`src/rtl/round_sequencer_pkg.sv`:
```
// round_sequencer_pkg
//   Shared definitions for the round sequencer slice: FSM state encodings,
//   the default round bound and the performance counter width.
package round_sequencer_pkg;

    typedef enum logic [1:0] {
        RSEQ_IDLE = 2'd0,
        RSEQ_LOAD = 2'd1,
        RSEQ_RUN  = 2'd2,
        RSEQ_DONE = 2'd3
    } rseq_state_e;

    localparam int RSEQ_MAX_ROUNDS = 24;
    localparam int RSEQ_CNT_W      = 16;

endpackage

```
`src/rtl/round_ctr.sv`:
```
// round_ctr
//   Round index counter with a latched round count and terminal-count compare.
//   Ports:
//     CLK, RST      clock, async active-high reset
//     ld, n_in      latch the (already clamped) round count
//     clr           clear the round index (wins over en)
//     en            advance the round index by one
//     idx           current round index
//     n_zero        latched round count is zero
//     tc            idx == n-1 (last round of the operation)
module round_ctr #(
    parameter int IDX_W = 5
) (
    input  logic             CLK,
    input  logic             RST,
    input  logic             ld,
    input  logic [IDX_W-1:0] n_in,
    input  logic             clr,
    input  logic             en,
    output logic [IDX_W-1:0] idx,
    output logic             n_zero,
    output logic             tc
);

    logic [IDX_W-1:0] n_q;

    always_ff @(posedge CLK or posedge RST) begin
        if (RST) begin
            n_q <= '0;
            idx <= '0;
        end else begin
            if (ld)
                n_q <= n_in;
            if (clr)
                idx <= '0;
            else if (en)
                idx <= idx + IDX_W'(1);
        end
    end

    // For n==0 the compare value wraps, but the FSM never runs rounds then.
    assign n_zero = (n_q == '0);
    assign tc     = (idx == n_q - IDX_W'(1));

endmodule

```
`src/rtl/round_sequencer.sv`:
```
// round_sequencer
//   Core-side responder for the start/done handshake. Accepts a level start,
//   pulses Load, sequences up to MAX_ROUNDS rounds (honouring Stall), then
//   holds Done_flag until the initiator drops State_start.
//   Optional feature macro: ROUND_SEQ_CYCLE_COUNT_EN (Cycle_cnt counter).
//   Ports:
//     CLK, RST     clock, async active-high reset
//     State_start  level start request, held until Done_flag
//     Num_rounds   requested round count, sampled when start is accepted
//     Stall        freezes round progress while high
//     Load         one-cycle operand capture pulse
//     Round_en     core performs round Round_idx this cycle
//     Round_idx    current 0-based round number
//     Busy         operation in progress (LOAD or RUN)
//     Done_flag    operation complete, held in DONE
//     Cycle_cnt    LOAD+RUN cycle count (0 unless feature enabled)
module round_sequencer
    import round_sequencer_pkg::*;
#(
    parameter int MAX_ROUNDS = RSEQ_MAX_ROUNDS,
    parameter int IDX_W      = 5
) (
    input  logic                  CLK,
    input  logic                  RST,
    input  logic                  State_start,
    input  logic [IDX_W-1:0]      Num_rounds,
    input  logic                  Stall,
    output logic                  Load,
    output logic                  Round_en,
    output logic [IDX_W-1:0]      Round_idx,
    output logic                  Busy,
    output logic                  Done_flag,
    output logic [RSEQ_CNT_W-1:0] Cycle_cnt
);

    localparam logic [IDX_W-1:0] MAX_N = IDX_W'(MAX_ROUNDS);

    rseq_state_e      state, nxt;
    logic             ctr_ld, ctr_clr, ctr_en;
    logic             n_zero, last_round;
    logic [IDX_W-1:0] n_clamped;

    assign n_clamped = (Num_rounds > MAX_N) ? MAX_N : Num_rounds;

    round_ctr #(.IDX_W(IDX_W)) u_ctr (
        .CLK    (CLK),
        .RST    (RST),
        .ld     (ctr_ld),
        .n_in   (n_clamped),
        .clr    (ctr_clr),
        .en     (ctr_en),
        .idx    (Round_idx),
        .n_zero (n_zero),
        .tc     (last_round)
    );

    always_ff @(posedge CLK or posedge RST) begin
        if (RST) state <= RSEQ_IDLE;
        else     state <= nxt;
    end

    always_comb begin
        nxt     = state;
        ctr_ld  = 1'b0;
        ctr_clr = 1'b0;
        ctr_en  = 1'b0;
        case (state)
            RSEQ_IDLE: begin
                if (State_start) begin
                    nxt     = RSEQ_LOAD;
                    ctr_ld  = 1'b1;
                    ctr_clr = 1'b1;
                end
            end
            RSEQ_LOAD: begin
                if (!State_start) nxt = RSEQ_IDLE;
                else if (n_zero)  nxt = RSEQ_DONE;
                else              nxt = RSEQ_RUN;
            end
            RSEQ_RUN: begin
                // Abort outranks completion of the final round.
                if (!State_start) begin
                    nxt     = RSEQ_IDLE;
                    ctr_clr = 1'b1;
                end else if (!Stall) begin
                    if (last_round) nxt = RSEQ_DONE;  // index holds at n-1
                    else            ctr_en = 1'b1;
                end
            end
            RSEQ_DONE: begin
                if (!State_start) nxt = RSEQ_IDLE;
            end
            default: nxt = RSEQ_IDLE;
        endcase
    end

    assign Load      = (state == RSEQ_LOAD);
    assign Busy      = (state == RSEQ_LOAD) || (state == RSEQ_RUN);
    assign Done_flag = (state == RSEQ_DONE);
    assign Round_en  = (state == RSEQ_RUN) && !Stall;

`ifdef ROUND_SEQ_CYCLE_COUNT_EN
    logic [RSEQ_CNT_W-1:0] cnt_q;

    always_ff @(posedge CLK or posedge RST) begin
        if (RST)
            cnt_q <= '0;
        else if (state == RSEQ_IDLE && State_start)
            cnt_q <= '0;
        else if (Busy && cnt_q != '1)
            cnt_q <= cnt_q + RSEQ_CNT_W'(1);
    end

    assign Cycle_cnt = cnt_q;
`else
    assign Cycle_cnt = '0;
`endif

endmodule

```
`config.mk`:
```
export PLATFORM = sky130hd
export DESIGN_NAME = round_sequencer
export DESIGN_NICKNAME = d
export VERILOG_FILES = /design/src/rtl/round_sequencer_pkg.sv /design/src/rtl/round_ctr.sv /design/src/rtl/round_sequencer.sv
export SDC_FILE = /design/constraint.sdc
export NUM_CORES = 1
export LEC_CHECK = 0
export BUFFER_PORTS_ARGS = -buffer_cell sky130_fd_sc_hd__buf_2
export CORE_UTILIZATION = 40
export DETAILED_ROUTE_END_ITERATION = 10
export GPL_TIMING_DRIVEN = 1
export HOLD_SLACK_MARGIN = 0.12
export PLACE_DENSITY_LB_ADDON = 0.3
export SETUP_SLACK_MARGIN = 0.02
export SKIP_LAST_GASP = 1
export SYNTH_ARGS = -nofsm -noshare
export SYNTH_HDL_FRONTEND = slang
export SYNTH_SLANG_ARGS = --single-unit
export TNS_END_PERCENT = 20
```
`constraint.sdc`:
```
create_clock -name CLK -period 2.5 [get_ports CLK]
set_clock_uncertainty 0.2 [all_clocks]
set_input_delay 0.375 -clock CLK [delete_from_list [all_inputs] [get_ports CLK]]
set_output_delay 0.375 -clock CLK [all_outputs]
set_load 0.01 [all_outputs]
```
Yosys cells after proc, flatten, opt, wreduce, memory -nomap -nowiden. Cells that the tools add are included.

Add/sub/neg operators: 2. Order comparisons: 1. Equal/unequal tests: 8. Multiplexer cells: 19. Reduce and logical (&&, ||, !) cells: 7.

Operators by type and width (count): two-way mux 5 bit (3); two-way mux 2 bit (6); two-way mux 1 bit (8); case mux 2 bit (4 select lines) (1); inequality test 3 bit (second input constant) (2); adder 5 x 1 -> 5 bit (second input constant) (1); == test 5 bit (1); > comparator 5 bit (second input constant) (1); logical NOT 5 bit (1); subtractor 5 x 1 -> 5 bit (second input constant) (1); == test 2 bit (second input constant) (2); inequality test 2 bit (second input constant) (2); AND reduction 4 bit (1); == test 2 x 1 -> 1 bit (second input constant) (1); logical NOT 2 bit (1); case mux 1 bit (2 select lines) (1); nonzero test 2 bit (1); logical AND 1 bit (1); logical NOT 1 bit (1); logical OR 1 bit (1).

Register bits: 12. Input bits: 9. Output and inout port bits: 25. Logic and storage cells: 40.

Longest topological paths before layout. Gate-level depths: netlist (run 1).

Word-level depth: 8. Depth in mapped cells: 7. Depth with buffers taken out: 7.

Hierarchy. From an unflattened synthesis (run 1), not the netlist that was laid out.

Cell total of the unflattened synthesis: 102. Area total of the unflattened synthesis: 959.7 sq um.

Modules (own cells, without submodules): round_ctr (instances 1, cells each 52, area an instance 551.8 sq um, sequential area each 250.2 sq um); round_sequencer (instances 1, cells each 50, area an instance 407.9 sq um, sequential area each 50.0 sq um).

Worst setup path before layout (run 1). OpenSTA, ideal clock, no wires.

Path kind: reg-to-reg. From: reg u_ctr.n_q[0]. To: reg state[0]. Library setup time: 0.080 ns. Data arrival time: 1.927 ns. Required time: 2.220 ns. Slack: 0.292 ns. Cell stages (with the launch flop): 8. Buffers on the path: 0. Period minus slack after synthesis: 2.208 ns. Path through: dfrtp_1 inv_1 ha_1 nor2b_1 or3_4 a311o_2 o211a_1 nor3_2.

Cells in the longest elaborated chain, start to end: 4. Elaborated cells on any way between the ends: 8. Classes of those cells: 1 x add/sub; 2 x eq/ne; 3 x mux; 2 x reduce/logical.

Ends and longest elaborated chain: start, declared (line round_ctr.sv:25) `logic [IDX_W-1:0] n_q;`; start signal, assigned (line round_ctr.sv:33) `n_q <= n_in;`; subtractor 5 x 1 -> 5 bit / logical NOT 5 bit (equally long branches) (line round_ctr.sv:43, round_ctr.sv:42); == test 5 bit / two-way mux 1 bit (equally long branches) (line round_ctr.sv:43, round_sequencer.sv:77); inequality test 3 bit (no line) / two-way mux 2 bit (equally long branches); AND reduction 4 bit (no line) / case mux 2 bit (4 select lines) (equally long branches); end signal, assigned (line round_sequencer.sv:59) `else state <= nxt;`; end, declared (line round_sequencer.sv:38) `rseq_state_e state, nxt;`.

Parallel ways exist; a longest one is shown, timed or not. A chain may end at the register's enable or synchronous reset.

Worst setup path after layout (run 1). Ends and elaborated chain as after synthesis.

==> results of run 1 <==
[cell families (layout without fill, tap and decap cells)]
group	after synthesis	after routing	share of synthesized area, %
AO/OA/AOI/OAI	29	29	20.8
AND/OR/NAND/NOR	26	26	17.1
buffers and inverters	24	32	15.7
flip-flops	12	12	31.3
adder cells (fa/ha/maj)	6	6	7.83
XOR/XNOR	5	5	4.57
multiplexers	2	2	2.35
other	1	16	0.391
[cells in the mapped netlist, types with 2 or more instances]
library cell	count	area share, %
buf_4	16	13
dfrtp_1	12	31
a21oi_1	9	4.7
inv_1	7	2.7
ha_1	6	7.8
o21ai_0	6	3.1
nand3_1	4	2.1
a22o_1	3	2.7
nand2_1	3	1.2
nor2_1	3	1.2
nor2b_1	3	2.0
or3_1	3	2.0
xnor2_1	3	2.7
mux2_2	2	2.3
nand4_1	2	1.3
o21ai_1	2	1.0
xor2_1	2	1.8
[report_power, final]
part / total [uW] / switching (uW) / internal, uW
logic: 571 / 307 / 265
clock network: 157 / 68.7 / 88.6
registers: 326 / 71.6 / 254
[cell usage in the layout, fill, tap and decap left out, types with 2 or more instances in the layout]
cell,synthesis,final
buf_2,0,17
conb_1,1,16
dfrtp_1,12,12
a21oi_1,9,9
inv_1,7,7
o21ai_0,6,6
ha_1,6,6
nand3_1,4,4
nand2_1,3,3
a22o_1,3,3
xnor2_1,3,3
nor2b_1,3,3
or3_1,3,3
nor2_1,3,3
clkbuf_4,0,3
dlygate4sd3_1,0,3
mux2_2,2,2
o21ai_1,2,2
xor2_1,2,2
nand4_1,2,2
[state kept, by name, indices dropped and copies added (netlist names)]
register and cells:
state 2, u_ctr.idx 5, u_ctr.n_q 5
[metrics by stage]
step	instance area, sq um	power, uW	instances
final	1100	1050	156
after global routing	1100	1150	156
after CTS	1080	1040	156
after detailed placement	1020	875	149
after global placement	1020	862	149
after floorplan	1010	761	120
[path summary, 6_finish.rpt]
check,slack (ns),endpoint,cells after the start,startpoint
max,0.14,state[0],7,u_ctr.n_q[0]
min,0.13,u_ctr.n_q[1],2,Num_rounds[1]
max reg2reg,0.14,state[0],7,u_ctr.n_q[0]
min reg2reg,0.37,u_ctr.n_q[1],1,u_ctr.n_q[1]
max in group asynchronous,1.32,u_ctr.n_q[0],3,RST
min in group asynchronous,0.45,u_ctr.n_q[1],3,RST
[worst max-delay path: cells and delay by family, from the launching register on]
kind	cells	cell delay, ns
AOI/OAI and AO/OA	2	0.69
and+or+nand+nor	3	0.69
adders and majority gates	1	0.23
DFF	1	0.41
buffers and inverters	1	0.06
[what timing repair did]
item / CTS / global route
gates resized for setup: 0 / 1
endpoints found under the setup margin: 0 / 2
hold buffers: 3 / 0
hold endpoints to repair: 14 / 0
[routing by layer]
layer,GRT usage (%),vias up
met3,5.95,2
li1,-,390
met4,5.09,0
met5,0,-
met1,19.9,372
met2,25.7,41
[final cells by class]
type / instances / area (sq um) / area share (%)
Inverter: 7 / 26.3 / 2.40
Tap cell: 28 / 35.0 / 3.20
Multi-Input combinational cell: 84 / 576 / 52.5
Sequential cell: 12 / 300 / 27.4
Timing Repair Buffer: 21 / 123 / 11.2
Clock buffer: 4 / 36.3 / 3.31
==> results summary, run 1 <==
The flow ran to the end, and the final reports show no timing, DRC or antenna violations. The path class of the tightest hold or removal check is in -> reg. The highest ir drop seen on vdd came out at roughly 0.55 mV. The starting density of the core is a little over two fifths. Synthesis handed over a netlist of 105 instances.

The register clock-pin slew on the reported worst setup and hold paths came out at 0.08 ns. The final-layout fill cell count is between 200 and 250. For this block, the via count after detailed routing is 805. The cell area after technology mapping came out at 958 sq um. The worst path arrival time is around 2.4 ns. The number of DRC violations after detailed-routing iteration 0 is 8.

The sum of met3 wire segment lengths after detailed routing came out at 148 um. The number of failing hold endpoints at the final stage is 0. The minimum clock period after layout is 2.36 ns. Setup violations remaining at the end of the flow were counted as 0. For this run, asynchronously set or reset flops after synthesis account for 100%. The post-layout utilization of the core came out at between 40% and 50%. Buffers placed on the I/O ports in this run total 17. The met2 wirelength from detailed routing is 842 um. The largest net degree at the start of global routing came out at 13. Dividing the detail-routed wire length by the instance count gives 11.5 um. The leakage power figure is between 0.0005 and 0.0006 uW. The number of antenna violations at the first check in global routing was 0. Among all flip-flop cells after synthesis, the most frequent one is dfrtp_1. The maximum net fanout on the critical path is 6.

The first global-routing pass estimated roughly 3100 um of wire. The setup slack after layout is 0.141 ns. The setup total negative slack is 0 ns. The highest layer touched by signal routing is met4. The site row count is 17. Setup repair after global routing could not meet its margin everywhere. Cells with a size suffix above 1 make up 25.0% of the layout.

The vertical extent of the die came out at 51.0 um. Dividing total power by cell area gives a power density of around 960 nW/um^2. The global router's overall resource usage came out at roughly 16%. The slowest stage of the critical path is the a311o_2 cell.

The synthesized area divided by synthesized cell count is a little over 9 sq um. Static timing analysis puts the maximum clock frequency at 0.424 GHz. The core area is roughly 2200 sq um.

For this design the top-level I/O count stands at 34. Hold timing on the final database bottoms out at a slack of between 0.1 and 0.15 ns. The final number of max-transition violations is 0.

The maximum root-to-sink buffer count is 2. On the worst path, the slowest cell contributes a delay of 0.46 ns. The flip-flop and latch count after synthesis came out at 12. Walking the worst path, the cells encountered are inv_1, ha_1, nor2b_1, or3_4, a311o_2, o211a_1, nor3_2. After detailed routing, the wire length on met1 is approximately 800 um.

The floorplan step defined a die boundary enclosing roughly 2600 sq um. The post-detailed-route DRC marker count is 0. The antenna cell count is 0.

The clock latency of the later-clocked register in the worst-skew pair came out at 0.28 ns. The number of nets still failing antenna checks after routing came out at 0. The number of global-route vias before repair is a little over 700.

The max-capacitance violation count is 0. For this run, the number of Yosys warnings is 0. The worst setup path is captured at a flop. STA classifies the critical path startpoint as a flop. The area growth from synthesis to layout came out at 14.4%. The critical setup path kind is reg -> reg.

The residual overflow from global routing came out at 0. In the routed layout, each cell is associated on average with a via count of between 5 and 6. In this run the clock root is driven by a clkbuf_4. The count of flip-flops with a built-in enable after synthesis is 0. The number of buffers created by CTS is 3. The number of unique standard cell types used by synthesis came out at 36.

In this run the horizontal extent of the chip is 51.0 um. The total wire length after detailed routing came out at about 1800 um. The number of search-and-repair iterations in the first detailed-routing pass came out at 4.

At the worst endpoint, the required time is 2.50 ns. The detailed-placement wirelength estimate came out at 1430 um. The net count of the finished layout is approximately 140. The number of setup buffers added after CTS is 0.

The count of H-tree levels built during CTS came out at 1. The final critical-path share of the clock period is between 90% and 100%. CTS saw 12 sinks.

The share of synthesized area occupied by flip-flops and latches came out at 31.3%. The worst setup slack after placement is approximately 0.18 ns. The routability-driven placement congestion ratio came out at 0.743. TritonCTS built the clock tree.
Power figures use the tool's default switching activity.
==> run 2, diff against run 1 <==
Settings changed: ABC_AREA set to 1, RECOVER_POWER set to 50.
==> results summary, run 2 <==
Outcome: completed (unchanged). The detailed-placement wirelength estimate came out at 1560 um (was 1430 um). The minimum clock period after layout came out at 1.90 ns (was 2.36 ns).

The number of buffers created by CTS is 3 (unchanged). The leakage power figure came out at 0.000635 uW (was 0.000544 uW). The register clock-pin slew on the reported worst setup and hold paths is 0.08 ns (about the same).

The setup total negative slack came out at 0 ns (unchanged). The critical setup path kind is reg -> reg (unchanged). The number of failing hold endpoints at the final stage is 0 (unchanged). Leading cell types by total area after synthesis: dfrtp_1, nand2_1, buf_4 (was dfrtp_1, buf_4, ha_1). Leading registers by flop count: u_ctr.idx: 5 flops, u_ctr.n_q: 5 flops, state: 2 flops (unchanged). The global router's overall resource usage came to 16.0% (was 16.1%). The CTS tree was built (unchanged). The worst path arrival time came out at 1.87 ns (was 2.36 ns). The leading cell type in the layout, fill and taps excluded is nand2_1 (was buf_2).

The final critical-path share of the clock period came out at 76.0% (was 94.4%). The largest net degree at the start of global routing came out at 13 (unchanged). The sort of element at the start of the critical path was a flop (unchanged). The area growth from synthesis to layout was 11.3% (was 14.4%). The site row count is 17 (unchanged). The number of global-route vias before repair came out at 736 (was 722). The count of H-tree levels built during CTS is 1 (unchanged). The achievable clock frequency is 0.526 GHz (was 0.424 GHz). The clock sink total came out at 12 (unchanged). The number of buffers added on ports is 17 (unchanged). The maximum root-to-sink buffer count is 2 (unchanged). The routability-driven placement congestion ratio came to 0.754 (was 0.743).

Top library cells by usage in the layout, fill and taps aside: nand2_1, conb_1, inv_1, buf_2, nand3_1 (was buf_2, conb_1, dfrtp_1, a21oi_1, inv_1). The total number of yosys warnings came out at 0 (unchanged). The first-pass GRT wire length is 3140 um (was 3110 um). The starting density of the core came out at 44.3% (was 42.9%). The total placed cells including tap cells is 186 (was 149). The maximum net fanout on the critical path came out at 4 (was 6). The count of flip-flops with a built-in enable after synthesis is 0 (unchanged). The top cell type by total area after synthesis is dfrtp_1 (unchanged). The critical path capture point type is a flop (unchanged). The post-detailed-route DRC marker count is 0 (unchanged). The number of DRC violations after detailed-routing iteration 0 came to 13 (was 8). The number of setup buffers added after CTS is 0 (unchanged). The share of synthesized area occupied by flip-flops and latches is 29.3% (was 31.3%). The die area is 2770 sq um (was 2600 sq um).

The share of post-route cells with drive strength above 1 was 23.0% (was 25.0%). The count of hold-fix buffers inserted at cts came out at 3 (unchanged). The share of the synthesized area in the top cell type is 29.3% (was 31.3%).

The post-cts gate resize count was 0 (unchanged). The boundary pin count is 34 (unchanged). The dominant register cell in the synthesized netlist is dfrtp_1 (unchanged). The number of antenna violations at the first check in global routing is 0 (unchanged).

The cell count after synthesis is 143 (was 105). The power density over cell area was 940 nW/um^2 (was 962 nW/um^2). The vertical extent of the die came out at 52.6 um (was 51.0 um). The flip-flop and latch count after synthesis came out at 12 (unchanged).

The final number of max-transition violations came out at 0 (unchanged). The core area is 2320 sq um (was 2230 sq um). The proportion of synthesized flip-flops having asynchronous set or reset is 100% (unchanged). The max-capacitance violation count came to 0 (unchanged). The master cell of the clock root buffer is clkbuf_4 (unchanged). RSZ-0062 raised after global routing: no (was yes). The number of endpoints failing setup at the final stage is 0 (unchanged).

The die extent in x is 52.6 um (was 51.0 um). The clock latency of the later-clocked register in the worst-skew pair came out at 0.28 ns (about the same). The cell area after technology mapping came out at 1030 sq um (was 958 sq um). The detailed-route vias per instance came to 4.58 (was 5.16). The total via count in the routed design came out at 883 (was 805). The total wire length after detailed routing is 1930 um (was 1800 um). The detailed-route wire length per cell came out at 10.0 um (was 11.5 um). The number of search-and-repair iterations in the first detailed-routing pass is 4 (unchanged). The highest ir drop seen on vdd came to 0.500 mV (was 0.545 mV). The residual overflow from global routing came out at 0 (unchanged). Most common library cells after synthesis: nand2_1, buf_4, inv_1 (was buf_4, dfrtp_1, a21oi_1).

The number of cells in the finished layout apart from fillers came out at 193 (was 156). The data required time of the worst path is 2.47 ns (was 2.50 ns). The total number of nets in the final design was 181 (was 144). The most repeated cell in the gate-level netlist after synthesis was nand2_1 (was buf_4). The number of nets still failing antenna checks after routing came out at 0 (unchanged). The antenna cell count is 0 (unchanged). The synthesized area divided by synthesized cell count is 7.17 sq um (was 9.13 sq um). The number of unique standard cell types used by synthesis came out at 25 (was 36). The worst hold path class is in -> reg (unchanged).
[run 2: cell types whose count changed in the layout (fill, tap and decap cells not counted), sizes merged, moves of 2 or more]
cell	before	now
nand2	3	41
inv	7	21
nand3	4	14
nor2	3	9
a21oi	9	4
or3	4	0
a22o	3	0
buf	18	15
nor2b	3	0
a41o	2	0
clkbuf	4	6
mux2	2	0
xnor2	3	1
[run 2: final cells by class]
type                            instances  area [sq um]
Clock buffer                            4          36.3
Inverter                               22          83.8
Tap cell                               28          35.0
Sequential cell                        12           300
Fill cell                             249          1180
Timing Repair Buffer                   20           113
Multi-Input combinational cell        107           574
[run 2: cell families after synthesis]
| group | after synthesis | share of synthesized area [%] |
|---|---|---|
| fa+ha+maj | 6 | 7.32 |
| flops | 12 | 29.3 |
| xor+xnor | 4 | 3.42 |
| buf+inv | 39 | 20.2 |
| other cells | 1 | 0.366 |
| simple gates | 68 | 30.6 |
| compound gates | 13 | 8.78 |
[run 2: power by group]
| group | leakage [uW] | total [uW] | switching (uW) | internal [uW] |
|---|---|---|---|---|
| sequential | 0.000158 | 318 | 61.9 | 256 |
| clock | 0.0000210 | 156 | 67.7 | 88.6 |
| combinational | 0.000456 | 600 | 376 | 224 |
| total | 0.000635 | 1070 | 505 | 568 |
[run 2: metrics by stage]
stage	total power (uW)	utilization (%)	hold slack [ns]	area (sq um)	worst slack [ns]
6_report	1070	49.3	0.134	1140	0.600
3_5_place_dp	923	46.5	0.221	1080	0.599
2_1_floorplan	812	-	0.0397	1080	0.762
4_1_cts	1090	49.4	0.127	1140	0.580
5_1_grt	1180	49.3	0.140	1140	0.481
3_3_place_gp	899	46.5	0.213	1080	0.676
[run 2: path summary, 6_finish.rpt]
path                               start           end  slack [ns]  cells past startpoint
setup / recovery            u_ctr.n_q[0]  u_ctr.idx[2]        0.60                     13
hold / removal             Num_rounds[2]  u_ctr.n_q[2]        0.13                      3
setup reg to reg            u_ctr.n_q[0]  u_ctr.idx[2]        0.60                     13
hold reg to reg                 state[1]      state[1]        0.34                      2
max in group asynchronous            RST  u_ctr.n_q[0]        1.32                      3
min in group asynchronous            RST  u_ctr.idx[2]        0.45                      3
[run 2: per-layer routing]
metal / global-route usage [%] / wire length, um / vias up / share of wire [%]
met2: 27.0 / 948 / 31 / 49
met4: 5.26 / 26 / 0 / 1.3
met3: 6.09 / 108 / 2 / 5.6
met5: 0 / 0 / - / 0
met1: 18.4 / 848 / 392 / 44
li1: - / - / 458 / -
[run 2: critical path, stage by stage (launching register included)]
cell	delay, ns
dfrtp_1	0.38
inv_2	0.06
ha_1	0.30
inv_1	0.05
nand2_1	0.06
nand2_1	0.05
nor2_1	0.10
nand3_2	0.08
nor2_2	0.12
nand2_2	0.10
nand2_4	0.10
nand2_4	0.07
nand2_1	0.08
o21ai_2	0.05
==> run 3, diff against run 2 <==
Settings changed: ABC_AREA 1 to 0.
Clock period 2.5 ns to 1.9 ns, I/O delays scaled along.
==> results summary, run 3 (synthesized netlist as in run 1, its figures left out) <==
The number of DRC violations after detailed-routing iteration 0 is 9 (was 13). The setup total negative slack came out at -1.12 ns (was 0 ns). The number of search-and-repair iterations in the first detailed-routing pass came to 4 (unchanged). The register area was 300 sq um (unchanged). The count of H-tree levels built during CTS came out at 1 (unchanged). The achievable clock frequency is 0.479 GHz (was 0.526 GHz).

The share of post-route cells with drive strength above 1 was 41.6% (was 23.0%). The die extent in x came out at 51.0 um (was 52.6 um). The number of nets still failing antenna checks after routing was 0 (unchanged).

The boundary pin count came to 34 (unchanged). The minimum clock period after layout came out at 2.09 ns (was 1.90 ns). The detailed-route vias per instance is 5.01 (was 4.58).

The slack of the worst reg-to-reg path was -0.19 ns (was 0.60 ns). The max-capacitance violation count came out at 0 (unchanged). The number of antenna violations at the first check in global routing is 0 (unchanged). The number of endpoints failing setup at the final stage is 8 (was 0). The starting density of the core was 42.9% (was 44.3%).

The worst path arrival time was 2.11 ns (was 1.87 ns). The die area is 2600 sq um (was 2770 sq um). The CTS tree is built (unchanged). The checks that failed: negative setup slack. Critical Path, Cell by Cell: inv_2, ha_4, nor2b_1, or3_4, a311o_2, o211a_1, nor3_2 (was inv_2, ha_1, inv_1, nand2_1, nand2_1, nor2_1, nand3_2, nor2_2, nand2_2, nand2_4, nand2_4, nand2_1, o21ai_2). The leading cell type in the layout, fill and taps excluded is buf_4 (was nand2_1). The setup slack after layout came out at -0.189 ns (was 0.600 ns). The total wire length after detailed routing came out at 2360 um (was 1930 um). The critical path capture point type is a flop (unchanged). The antenna cell count came out at 0 (unchanged). The power density over cell area came out at 1280 nW/um^2 (was 940 nW/um^2). The detailed-route wire length per cell came out at 13.3 um (was 10.0 um). The biggest cell delay along the critical path was 0.43 ns (was 0.38 ns). The final-layout fill cell count is 212 (was 249). RSZ-0062 raised after global routing: yes (was no). The total number of nets in the final design is 165 (was 181). The sort of element at the start of the critical path is a flop (unchanged). The first-pass GRT wire length came out at 3700 um (was 3140 um). The data required time of the worst path is 1.92 ns (was 2.47 ns). The number of buffers added on ports was 17 (unchanged).

The master cell of the clock root buffer is clkbuf_4 (unchanged). Outcome: finished with violations (was completed). The cell with the biggest individual delay on the critical path was a311o_2 (was dfrtp_1).

The worst setup slack after placement came to -0.234 ns (was 0.599 ns). The maximum net fanout on the critical path is 6 (was 4). The final critical-path share of the clock period came out at 110% (was 76.0%).

The number of buffers created by CTS was 3 (unchanged). The residual overflow from global routing is 0 (unchanged). The detailed-placement wirelength estimate came to 1710 um (was 1560 um).

The clock latency of the later-clocked register in the worst-skew pair came to 0.29 ns (was 0.28 ns). The leakage power figure came to 0.000657 uW (was 0.000635 uW). The post-placement cell area is 1170 sq um (was 1080 sq um).

The number of failing hold endpoints at the final stage came out at 0 (unchanged). The total via count in the routed design was 887 (was 883). The vertical extent of the die is 51.0 um (was 52.6 um). The global router's overall resource usage came out at 19.8% (was 16.0%).

The highest ir drop seen on vdd is 0.897 mV (was 0.500 mV). The final number of max-transition violations is 0 (unchanged). Top library cells by usage in the layout, fill and taps aside: buf_4, buf_2, conb_1, dfrtp_1 (was nand2_1, conb_1, inv_1, buf_2, nand3_1).

The site row count is 17 (unchanged). The number of setup buffers added after CTS is 0 (unchanged). The worst hold path class was in -> reg (unchanged). The largest net degree at the start of global routing is 13 (unchanged).

The register clock-pin slew on the reported worst setup and hold paths came out at 0.09 ns (was 0.08 ns). Leading registers by flop count: u_ctr.idx: 5 flops, u_ctr.n_q: 5 flops, state: 2 flops (unchanged). The routability-driven placement congestion ratio was 0.797 (was 0.754). The core area was 2230 sq um (was 2320 sq um). The multi-input gate area in the final layout is 618 sq um (was 574 sq um). The post-layout utilization of the core came out at 58.4% (was 49.3%).

The worst hold slack came out at 0.160 ns (was 0.134 ns). The critical setup path kind is reg -> reg (unchanged). The maximum root-to-sink buffer count came out at 2 (unchanged). The area growth from synthesis to layout came out at 36.0% (was 11.3%). The final non-filler cell area was 1300 sq um (was 1140 sq um). The post-detailed-route DRC marker count is 0 (unchanged).

The number of global-route vias before repair came out at 810 (was 736). The clock sink total came to 12 (unchanged).
-- run 3: cell types whose count changed in the layout (fill, tap and decap cells not counted), moves of 3 or more --
cell           change
or3_4              +3
buf_4             +19
inv_2              -4
nor2_1             -4
a21oi_1            +3
dlygate4sd3_1      +3
nand2_1           -35
a21oi_2            +3
a22o_1             +3
inv_1             -10
nand3_1            -9
-- run 3: area by class of cell --
type	instances	area share [%]
timing repair buffer	42	22.1
multi-input combinational	84	47.4
sequential	12	23.0
inverter	7	2.02
clock buffer	4	2.78
tap	28	2.69
-- run 3: worst max-delay path, delay by kind of cell, from the launching register on --
family / cells / cell delay, ns
buffers and inverters: 1 / 0.07
adder cells (fa/ha/maj): 1 / 0.14
flip-flops: 1 / 0.41
AO/OA/AOI/OAI: 2 / 0.67
AND/OR/NAND/NOR: 3 / 0.53
-- run 3: metrics by stage --
| step | cells | total power [uW] |
|---|---|---|
| after floorplan | 120 | 1030 |
| final | 177 | 1670 |
| after CTS | 177 | 1650 |
| after detailed placement | 167 | 1390 |
| after global placement | 167 | 1350 |
| after global routing | 177 | 1810 |
-- run 3: what timing repair did --
item / CTS / global route
gates resized for setup: 2 / 9
gates cloned: 0 / 0
setup endpoints to repair: 8 / 8
hold buffers: 6 / 0
pin swaps: 3 / 3
endpoints found under the hold margin: 17 / 0
-- run 3: power breakdown --
group          switching (uW)  internal [uW]  total [uW]  leakage (uW)
clock                    97.6            117         214     0.0000210
sequential               84.0            335         419      0.000157
combinational             489            551        1040      0.000479
total                     670           1000        1670      0.000657
-- run 3: metal layers --
metal	global-route usage (%)	vias up	share of wire, %
li1	-	441	-
met1	22.4	419	42
met2	33.3	22	52
met3	5.65	5	3.4
met4	10.2	0	1.8
met5	0	-	0
-- run 3: final timing paths --
path / from / end / cells past startpoint
max: u_ctr.n_q[1] / state[0] / 7
min: Stall / state[0] / 3
max reg2reg: u_ctr.n_q[1] / state[0] / 7
min reg2reg: u_ctr.n_q[4] / u_ctr.n_q[4] / 1
max in group asynchronous: RST / state[1] / 3
min in group asynchronous: RST / u_ctr.idx[3] / 3
